===== config.mk =====
export PLATFORM = sky130hd
export DESIGN_NAME = inst_mem_loader_flat
export DESIGN_NICKNAME = d
export VERILOG_FILES = /design/src/rtl/inst_mem_loader_if.sv /design/src/rtl/inst_mem_loader.sv /design/src/flat_wrapper.sv
export SDC_FILE = /design/constraint.sdc
export NUM_CORES = 1
export LEC_CHECK = 0
export CAP_MARGIN = 20
export CELL_PAD_IN_SITES_DETAIL_PLACEMENT = 1
export CELL_PAD_IN_SITES_GLOBAL_PLACEMENT = 2
export CORE_MARGIN = 8
export CORE_UTILIZATION = 39
export DETAILED_ROUTE_END_ITERATION = 16
export DONT_BUFFER_PORTS = 1
export HOLD_SLACK_MARGIN = 0.05
export PLACE_DENSITY_LB_ADDON = 0.1
export SLEW_MARGIN = 25
export SYNTH_ARGS = -nofsm -noshare
export SYNTH_HDL_FRONTEND = slang
export SYNTH_SLANG_ARGS = --single-unit

===== constraint.sdc =====
create_clock -name clk -period 2.5 [get_ports clk]
set_clock_uncertainty 0.1 [all_clocks]
set_input_delay 0.5 -clock clk [delete_from_list [all_inputs] [get_ports clk]]
set_output_delay 0.5 -clock clk [all_outputs]
set_load 0.02 [all_outputs]

===== src/rtl/inst_mem_loader_if.sv =====
//------------------------------------------------------------------------------
// Module   : inst_mem_loader_if
// Brief    : Byte-stream, memory-write and status bundle for inst_mem_loader.
// Revision : 1.0 - initial release
//------------------------------------------------------------------------------
`timescale 1ns/1ps
`default_nettype none

interface inst_mem_loader_if;
  logic        start;
  logic [7:0]  in_data;
  logic        in_valid;
  logic        in_ready;
  logic        wr_en;
  logic [31:0] wr_addr;
  logic [31:0] wr_data;
  logic        cpu_hold;
  logic        done;
  logic        error;

  // Host / byte-source side
  modport master (
    output start, in_data, in_valid,
    input  in_ready, wr_en, wr_addr, wr_data, cpu_hold, done, error
  );

  // Loader side
  modport slave (
    input  start, in_data, in_valid,
    output in_ready, wr_en, wr_addr, wr_data, cpu_hold, done, error
  );
endinterface

`default_nettype wire


===== src/rtl/inst_mem_loader.sv =====
//------------------------------------------------------------------------------
// Module   : inst_mem_loader
// Brief    : Boot-time loader: byte stream -> big-endian words -> instruction
//            memory, holding the core until the image is in place.
//            Optional trailing checksum byte enabled by LOADER_CHECKSUM_EN.
// Revision : 1.0 - initial release
//------------------------------------------------------------------------------
`timescale 1ns/1ps
`default_nettype none

module inst_mem_loader #(
  parameter logic [31:0] BASE_ADDR = 32'h0000_0000,
  parameter int          MAX_WORDS = 256
) (
  input  wire logic         clk,
  input  wire logic         rst_n,
  inst_mem_loader_if.slave  bus
);

  typedef enum logic [2:0] {
    S_CNT_HI = 3'd0,
    S_CNT_LO = 3'd1,
    S_DATA   = 3'd2,
    S_CHK    = 3'd3,
    S_DONE   = 3'd4,
    S_ERR    = 3'd5
  } state_t;

  localparam logic [16:0] C_MAX_WORDS = 17'(MAX_WORDS);

  state_t      state_q, state_d;
  logic [15:0] cnt_q, cnt_d;
  logic [15:0] k_q, k_d;
  logic [1:0]  idx_q, idx_d;
  logic [23:0] asm_q, asm_d;
  logic        wr_en_q, wr_en_d;
  logic [31:0] wr_addr_q, wr_addr_d;
  logic [31:0] wr_data_q, wr_data_d;
`ifdef LOADER_CHECKSUM_EN
  logic [7:0]  sum_q, sum_d;
  logic [7:0]  w_chk_sum;
`endif

  logic        w_ready;
  logic        w_accept;
  logic [15:0] w_count;
  logic [31:0] w_word;
  logic [15:0] w_k_inc;

  assign w_ready  = (state_q == S_CNT_HI) || (state_q == S_CNT_LO) ||
                    (state_q == S_DATA)   || (state_q == S_CHK);
  assign w_accept = bus.in_valid && w_ready;
  assign w_count  = {cnt_q[15:8], bus.in_data};
  assign w_word   = {asm_q, bus.in_data};
  assign w_k_inc  = k_q + 16'd1;
`ifdef LOADER_CHECKSUM_EN
  assign w_chk_sum = sum_q + bus.in_data;
`endif

  always_comb begin
    state_d   = state_q;
    cnt_d     = cnt_q;
    k_d       = k_q;
    idx_d     = idx_q;
    asm_d     = asm_q;
    wr_en_d   = 1'b0;
    wr_addr_d = wr_addr_q;
    wr_data_d = wr_data_q;
`ifdef LOADER_CHECKSUM_EN
    sum_d     = sum_q;
`endif
    case (state_q)
      S_CNT_HI: begin
        if (w_accept) begin
          cnt_d   = {bus.in_data, 8'h00};
          state_d = S_CNT_LO;
        end
      end
      S_CNT_LO: begin
        if (w_accept) begin
          cnt_d = w_count;
          if ({1'b0, w_count} > C_MAX_WORDS) begin
            state_d = S_ERR;
          end else if (w_count == 16'd0) begin
`ifdef LOADER_CHECKSUM_EN
            state_d = S_CHK;
`else
            state_d = S_DONE;
`endif
          end else begin
            state_d = S_DATA;
          end
        end
      end
      S_DATA: begin
        if (w_accept) begin
          asm_d = w_word[23:0];
          idx_d = idx_q + 2'd1;
`ifdef LOADER_CHECKSUM_EN
          sum_d = sum_q + bus.in_data;
`endif
          // Fourth byte completes the word; the write strobe follows one cycle later.
          if (idx_q == 2'd3) begin
            wr_en_d   = 1'b1;
            wr_data_d = w_word;
            wr_addr_d = BASE_ADDR + {14'd0, k_q, 2'b00};
            k_d       = w_k_inc;
            if (w_k_inc == cnt_q) begin
`ifdef LOADER_CHECKSUM_EN
              state_d = S_CHK;
`else
              state_d = S_DONE;
`endif
            end
          end
        end
      end
`ifdef LOADER_CHECKSUM_EN
      S_CHK: begin
        if (w_accept) begin
          state_d = (w_chk_sum == 8'd0) ? S_DONE : S_ERR;
        end
      end
`endif
      S_DONE, S_ERR: begin
        if (bus.start) begin
          state_d = S_CNT_HI;
          cnt_d   = 16'd0;
          k_d     = 16'd0;
          idx_d   = 2'd0;
          asm_d   = 24'd0;
`ifdef LOADER_CHECKSUM_EN
          sum_d   = 8'd0;
`endif
        end
      end
      default: state_d = S_CNT_HI;
    endcase
  end

  always_ff @(posedge clk or negedge rst_n) begin
    if (!rst_n) begin
      state_q   <= S_CNT_HI;
      cnt_q     <= 16'd0;
      k_q       <= 16'd0;
      idx_q     <= 2'd0;
      asm_q     <= 24'd0;
      wr_en_q   <= 1'b0;
      wr_addr_q <= BASE_ADDR;
      wr_data_q <= 32'd0;
`ifdef LOADER_CHECKSUM_EN
      sum_q     <= 8'd0;
`endif
    end else begin
      state_q   <= state_d;
      cnt_q     <= cnt_d;
      k_q       <= k_d;
      idx_q     <= idx_d;
      asm_q     <= asm_d;
      wr_en_q   <= wr_en_d;
      wr_addr_q <= wr_addr_d;
      wr_data_q <= wr_data_d;
`ifdef LOADER_CHECKSUM_EN
      sum_q     <= sum_d;
`endif
    end
  end

  assign bus.in_ready = w_ready;
  assign bus.wr_en    = wr_en_q;
  assign bus.wr_addr  = wr_addr_q;
  assign bus.wr_data  = wr_data_q;
  assign bus.done     = (state_q == S_DONE);
  assign bus.error    = (state_q == S_ERR);
  assign bus.cpu_hold = (state_q != S_DONE);

endmodule

`default_nettype wire


===== src/flat_wrapper.sv =====
// flat-port wrapper written by rule: the top's interface ports become plain ports
module inst_mem_loader_flat 
#(
  parameter logic [31:0] BASE_ADDR = 32'h0000_0000,
  parameter int          MAX_WORDS = 256
)
  (clk, rst_n, bus_start, bus_in_data, bus_in_valid, bus_in_ready, bus_wr_en, bus_wr_addr, bus_wr_data, bus_cpu_hold, bus_done, bus_error);
  inst_mem_loader_if bus_i ();
  input  wire logic clk;
  input  wire logic rst_n;
  input wire logic [$bits(bus_i.start)-1:0] bus_start;
  input wire logic [$bits(bus_i.in_data)-1:0] bus_in_data;
  input wire logic [$bits(bus_i.in_valid)-1:0] bus_in_valid;
  output wire logic [$bits(bus_i.in_ready)-1:0] bus_in_ready;
  output wire logic [$bits(bus_i.wr_en)-1:0] bus_wr_en;
  output wire logic [$bits(bus_i.wr_addr)-1:0] bus_wr_addr;
  output wire logic [$bits(bus_i.wr_data)-1:0] bus_wr_data;
  output wire logic [$bits(bus_i.cpu_hold)-1:0] bus_cpu_hold;
  output wire logic [$bits(bus_i.done)-1:0] bus_done;
  output wire logic [$bits(bus_i.error)-1:0] bus_error;
  assign bus_i.start = bus_start;
  assign bus_i.in_data = bus_in_data;
  assign bus_i.in_valid = bus_in_valid;
  assign bus_in_ready = bus_i.in_ready;
  assign bus_wr_en = bus_i.wr_en;
  assign bus_wr_addr = bus_i.wr_addr;
  assign bus_wr_data = bus_i.wr_data;
  assign bus_cpu_hold = bus_i.cpu_hold;
  assign bus_done = bus_i.done;
  assign bus_error = bus_i.error;
  inst_mem_loader #(.BASE_ADDR(BASE_ADDR), .MAX_WORDS(MAX_WORDS)) u_core (.clk(clk), .rst_n(rst_n), .bus(bus_i));
endmodule

After elaboration in Yosys (flattened, before gate mapping)
Cells that the tools add are included.

Bits of input ports: 12. Word-level logic and storage cells: 68. Register bits: 110.

Magnitude comparators: 1. Reduce and logical (&&, ||, !) cells: 16. Add/sub/neg operators: 2. Equal/unequal tests: 14. Multiplexer cells: 25. Bitwise gates (word level): 1.

Operators by type and width (number): $mux 16 (4); $mux 24 (2); $pmux 16 s3 (1); $pmux 24 s2 (1); $pmux 16 s2 (1); $mux 3 (8); $add 16x1->16 const B (1); $eq 16x16->1 (1); $gt 16x9->1 const B (1); $logic_not 16->1 (1); $pmux 3 s4 (1); $reduce_and 4->1 (3); $mux 8 (1); $eq 3x2->1 const B (2); $eq 3x3->1 const B (2); $ne 2x1->1 const B (3); $ne 2x2->1 const B (3); $reduce_and 3->1 (2); $reduce_and 6->1 (1); $mux 2 (2); $pmux 2 s2 (1); $reduce_bool 2->1 (2); $eq 3x1->1 const B (1); $logic_not 3->1 (1); other kinds (9) (13).

Depth between registers and ports, before layout
Word-level depth: 7. Mapped depth: 9. Mapped depth without buffers: 8.

Worst setup path before layout
OpenSTA, ideal clock, no wires.

Path kind: reg-to-reg. Start point: register u_core.k_q[0]. End point: register u_core.state_q[0]. Arrival: 2.009 ns. Period minus slack after synthesis: 2.188 ns. Cell stages (with the launch flop): 10. Slack: 0.312 ns. Setup time: 0.079 ns. Buffers on the path: 1. Path through: dfrtp_1 > ha_1 > buf_2 > nand3_2 > nor4_4 > xnor2_1 > nor4_2 > nand4_1 > nand2b_1 > mux2i_1.

Word-level cells in the longest chain between the ends: 4.

RTL lines: from (decl) (line inst_mem_loader.sv:33) `logic [15:0] k_q, k_d;`; from (signal assigned) (line inst_mem_loader.sv:157) `k_q <= k_d;`; $add 16x1->16 (line inst_mem_loader.sv:55) `assign w_k_inc = k_q + 16'd1;`; $eq 16x16->1 (line inst_mem_loader.sv:108) `if (w_k_inc == cnt_q) begin`; $ne 2x2->1 (no line); $reduce_and 6->1 (no line); to (signal assigned) (line inst_mem_loader.sv:155) `state_q <= state_d;`; to (decl) (line inst_mem_loader.sv:31) `state_t state_q, state_d;`.

Every way passes these cells. A chain may end at the register's enable or synchronous reset.

Final worst setup path
Ends and elaborated chain as after synthesis.

==> out/results.txt <==
io pins -> 81
CP Launch Type -> register
Area Overhead vs Synth -> 9.37%
number of global-route vias before repair -> 4019
CTS root buffer -> clkbuf_16
Core Rows -> 42
Worst Tran Pin Value -> 752 ps
min Tclk post-route -> 2340 ps
register bit total from synthesis -> 110
gr ovfl total -> 0
DRC -> 0
Clock Sinks -> 110
Req. time, crit path -> 2680 ps
post-DP HPWL -> 9380 um
Synth top cells by count -> nand2_1 (180), dfrtp_1 (110), o21ai_0 (38), a22o_1 (26), xnor2_1 (21)
die area -> 0.0172 mm^2
layout cell share with drive strength beyond 1 -> 10.1%
DIE HEIGHT -> 131 um
# setup viols final -> 0
final std cells w/o fill -> 732
XOR/XNOR Fraction of Synth Area -> 4.07%
Tot Pwr -> 4.62 mW
synth unique cells -> 51
CP Capture Type -> register
Max Cap Viol -> 0
P_sw -> 1.48 mW
Area contributors post-synth -> dfrtp_1 (53%), nand2_1 (13%), a22o_1 (4.4%)
CTS clk-pin slew, worst paths -> 70 ps
1st-pass router iterations -> 4
Synth top area share -> 53.3%
maximum VDD drop -> 0.403 mV
failing checks -> negative hold slack
Gate power share -> 20.9%
hold slack -> -265 ps
Max Clk Rate -> 0.427 GHz
DR vias -> 3777
dominant combinational cell family by area after synthesis -> simple AND/OR/NAND/NOR gates
placed insts -> 716
leakage power -> 2.77 nW
synthesized area -> 0.00517 mm^2
Max-slew headroom -> 49.7%
post-synthesis compound-gate area fraction -> 12.1%
reg2reg setup slack -> 160 ps
pwr dens -> 816 mW/mm^2
clock power share -> 32.3%
RR Startpoint -> u_core.k_q[0]
Worst R2R End -> u_core.state_q[0]
H-tree levels -> 3
Synth Instances -> 557
post-synthesis mux area share -> 0.412%
CORE AREA -> 0.0131 mm^2
syn avg cell area -> 9.28 um^2
starting density of the core -> 39.5%
register share of total power -> 46.7%
Post-DRT Antenna Nets -> 0
Synth Area in Simple Gates -> 23.3%
RSZ-0062 raised after global routing -> true
Vias/cell -> 5.16
Post-synth EDFFs -> 0
worst min path class -> primary input to asynchronous set/reset pin
status -> complete, but fails checks
Nets -> 565
final max-slew violation count -> 0
internal power -> 3.14 mW
CP Max Fanout -> 3
Horiz. Die Dim -> 131 um
R2R cell count -> 8
worst setup path class -> register to register
FILL cells -> 1489
arrival time of the worst setup path -> 2520 ps
endpoints failing hold -> 110
CTS tree -> done
cts bufs inserted -> 9
Port Buffers -> 0
Detailed Route Iter0 Violations -> 224
Post-synth ARST share -> 100%
clk buf depth -> 2
Ys Warns -> 0
register area share after synthesis -> 53.3%
Adder-Cell Fraction of Synth Area -> 0.484%
pin count of the biggest net entering global routing -> 111
most common cell in the netlist -> nand2_1
WL final -> 13800 um
GP Congestion -> 0.773
initial antenna violation count -> 0
Sw Share -> 32.0%
cell taking the most area after synthesis -> dfrtp_1
top_reg_cell synth -> dfrtp_1
Final Cycle Share -> 93.6%
Diodes inserted -> 0
All-Layer GR Usage -> 16.4%
routed len/inst -> 18.8 um
Worst-Skew Late Latency -> 360 ps
first-pass GRT wire length -> 22800 um
worst max-delay path by stage:
stage	startpoint	endpoint	cells after the start	slack, ps
2_1_floorplan	u_core.k_q[0]	u_core.state_q[0]	9	310
3_3_place_gp	u_core.state_q[2]	u_core.k_q[5]	7	80
3_5_place_dp	u_core.k_q[0]	u_core.state_q[0]	8	-4
4_1_cts	u_core.k_q[0]	u_core.state_q[0]	8	20
5_1_grt	u_core.k_q[0]	u_core.state_q[0]	8	-9
6_report	u_core.k_q[0]	u_core.state_q[0]	8	160
routing by layer:
layer | share of wire [%] | global-route usage (%) | wire [um]
met5 | 0 | 0 | 0
met4 | 1.9 | 7.04 | 265
met3 | 5.2 | 3.93 | 722
met2 | 44 | 24.5 | 6030
met1 | 49 | 22.3 | 6740
kinds of logic (layout without fill, tap and decap cells):
group / Yosys count / count (layout)
AOI/OAI and AO/OA: 97 / 97
adders and majority gates: 2 / 2
DFF: 110 / 110
and+or+nand+nor: 257 / 257
xor gates and xnor gates: 24 / 24
buffers and inverters: 64 / 48
other: 1 / 16
muxes: 2 / 2
through the flow:
stage	util, %	hold WS [ps]	setup TNS (ps)	area [um^2]	setup WS (ps)
2_1_floorplan	-	104	0	5230	312
3_5_place_dp	40.8	109	-4.03	5340	-4.03
3_3_place_gp	40.7	109	0	5330	84.8
5_1_grt	43.2	-281	-9.50	5650	-9.50
6_report	43.2	-265	0	5650	160
4_1_cts	43.1	-280	0	5640	17.7
state kept, by name, indices dropped and copies added (netlist names):
register,cells
u_core.bus.wr_data,32
u_core.asm_q,24
u_core.bus.wr_addr,16
u_core.cnt_q,16
u_core.k_q,16
u_core.state_q,3
u_core.idx_q,2
u_core.bus.wr_en,1
power by group through the flow:
stage | Clock (mW) | Combinational [mW] | Sequential (mW)
after floorplan | 0 | 0.773 | 2.12
after global placement | 0 | 0.952 | 2.18
after detailed placement | 0 | 0.971 | 2.19
after CTS | 1.54 | 0.976 | 2.16
after global routing | 1.59 | 1.09 | 2.18
final | 1.49 | 0.966 | 2.16
critical path, stage by stage (launching register included):
cell and delay, ps:
dfrtp_1 390, ha_1 330, xor2_1 160, a2111oi_2 300, o311ai_1 150, nor4_1 240, nand4_1 260, nand2b_1 160
mux2i_1 180
layout make-up:
| type | instances | area [um^2] | area share, % |
|---|---|---|---|
| clock buffers | 9 | 225 | 3.98 |
| well taps | 176 | 220 | 3.90 |
| flip-flops and latches | 110 | 2760 | 48.7 |
| repair buffers | 19 | 159 | 2.81 |
| inverters | 13 | 48.8 | 0.863 |
| multi-input cells | 398 | 2170 | 38.3 |
| clock inverters | 7 | 77.6 | 1.37 |
layout by cell type, fill, tap and decap left out, types with 2 or more instances in the layout:
master       n
conb_1      16
nand3b_1     3
xor2_1       3
and3_1       4
a21oi_1     15
a22o_1      26
clkbuf_16    9
nand3_1     14
xnor2_1     21
inv_1       12
ha_1         2
o31ai_1      5
nor4_4       2
nor2_1      16
o22ai_1      2
nand2b_1     3
o21ai_0     37
nand4_1      6
or2_2        2
nor3_1       2
inv_6        2
clkinv_2     2
nor4_1       6
buf_4       17
dfrtp_1    108
or3_1        4
nand3_2      2
dfrtp_2      2
nor4_2       3
a31oi_1      2
nand2_1    179
timing repair:
| item | in CTS | in global routing |
|---|---|---|
| setup buffers | 0 | 0 |
| pin swaps | 0 | 1 |
| setup endpoints to repair | 1 | 6 |
| hold endpoints to repair | 110 | 110 |
| resized for setup | 1 | 6 |
Note: power is estimated with default switching activity, not from simulation.
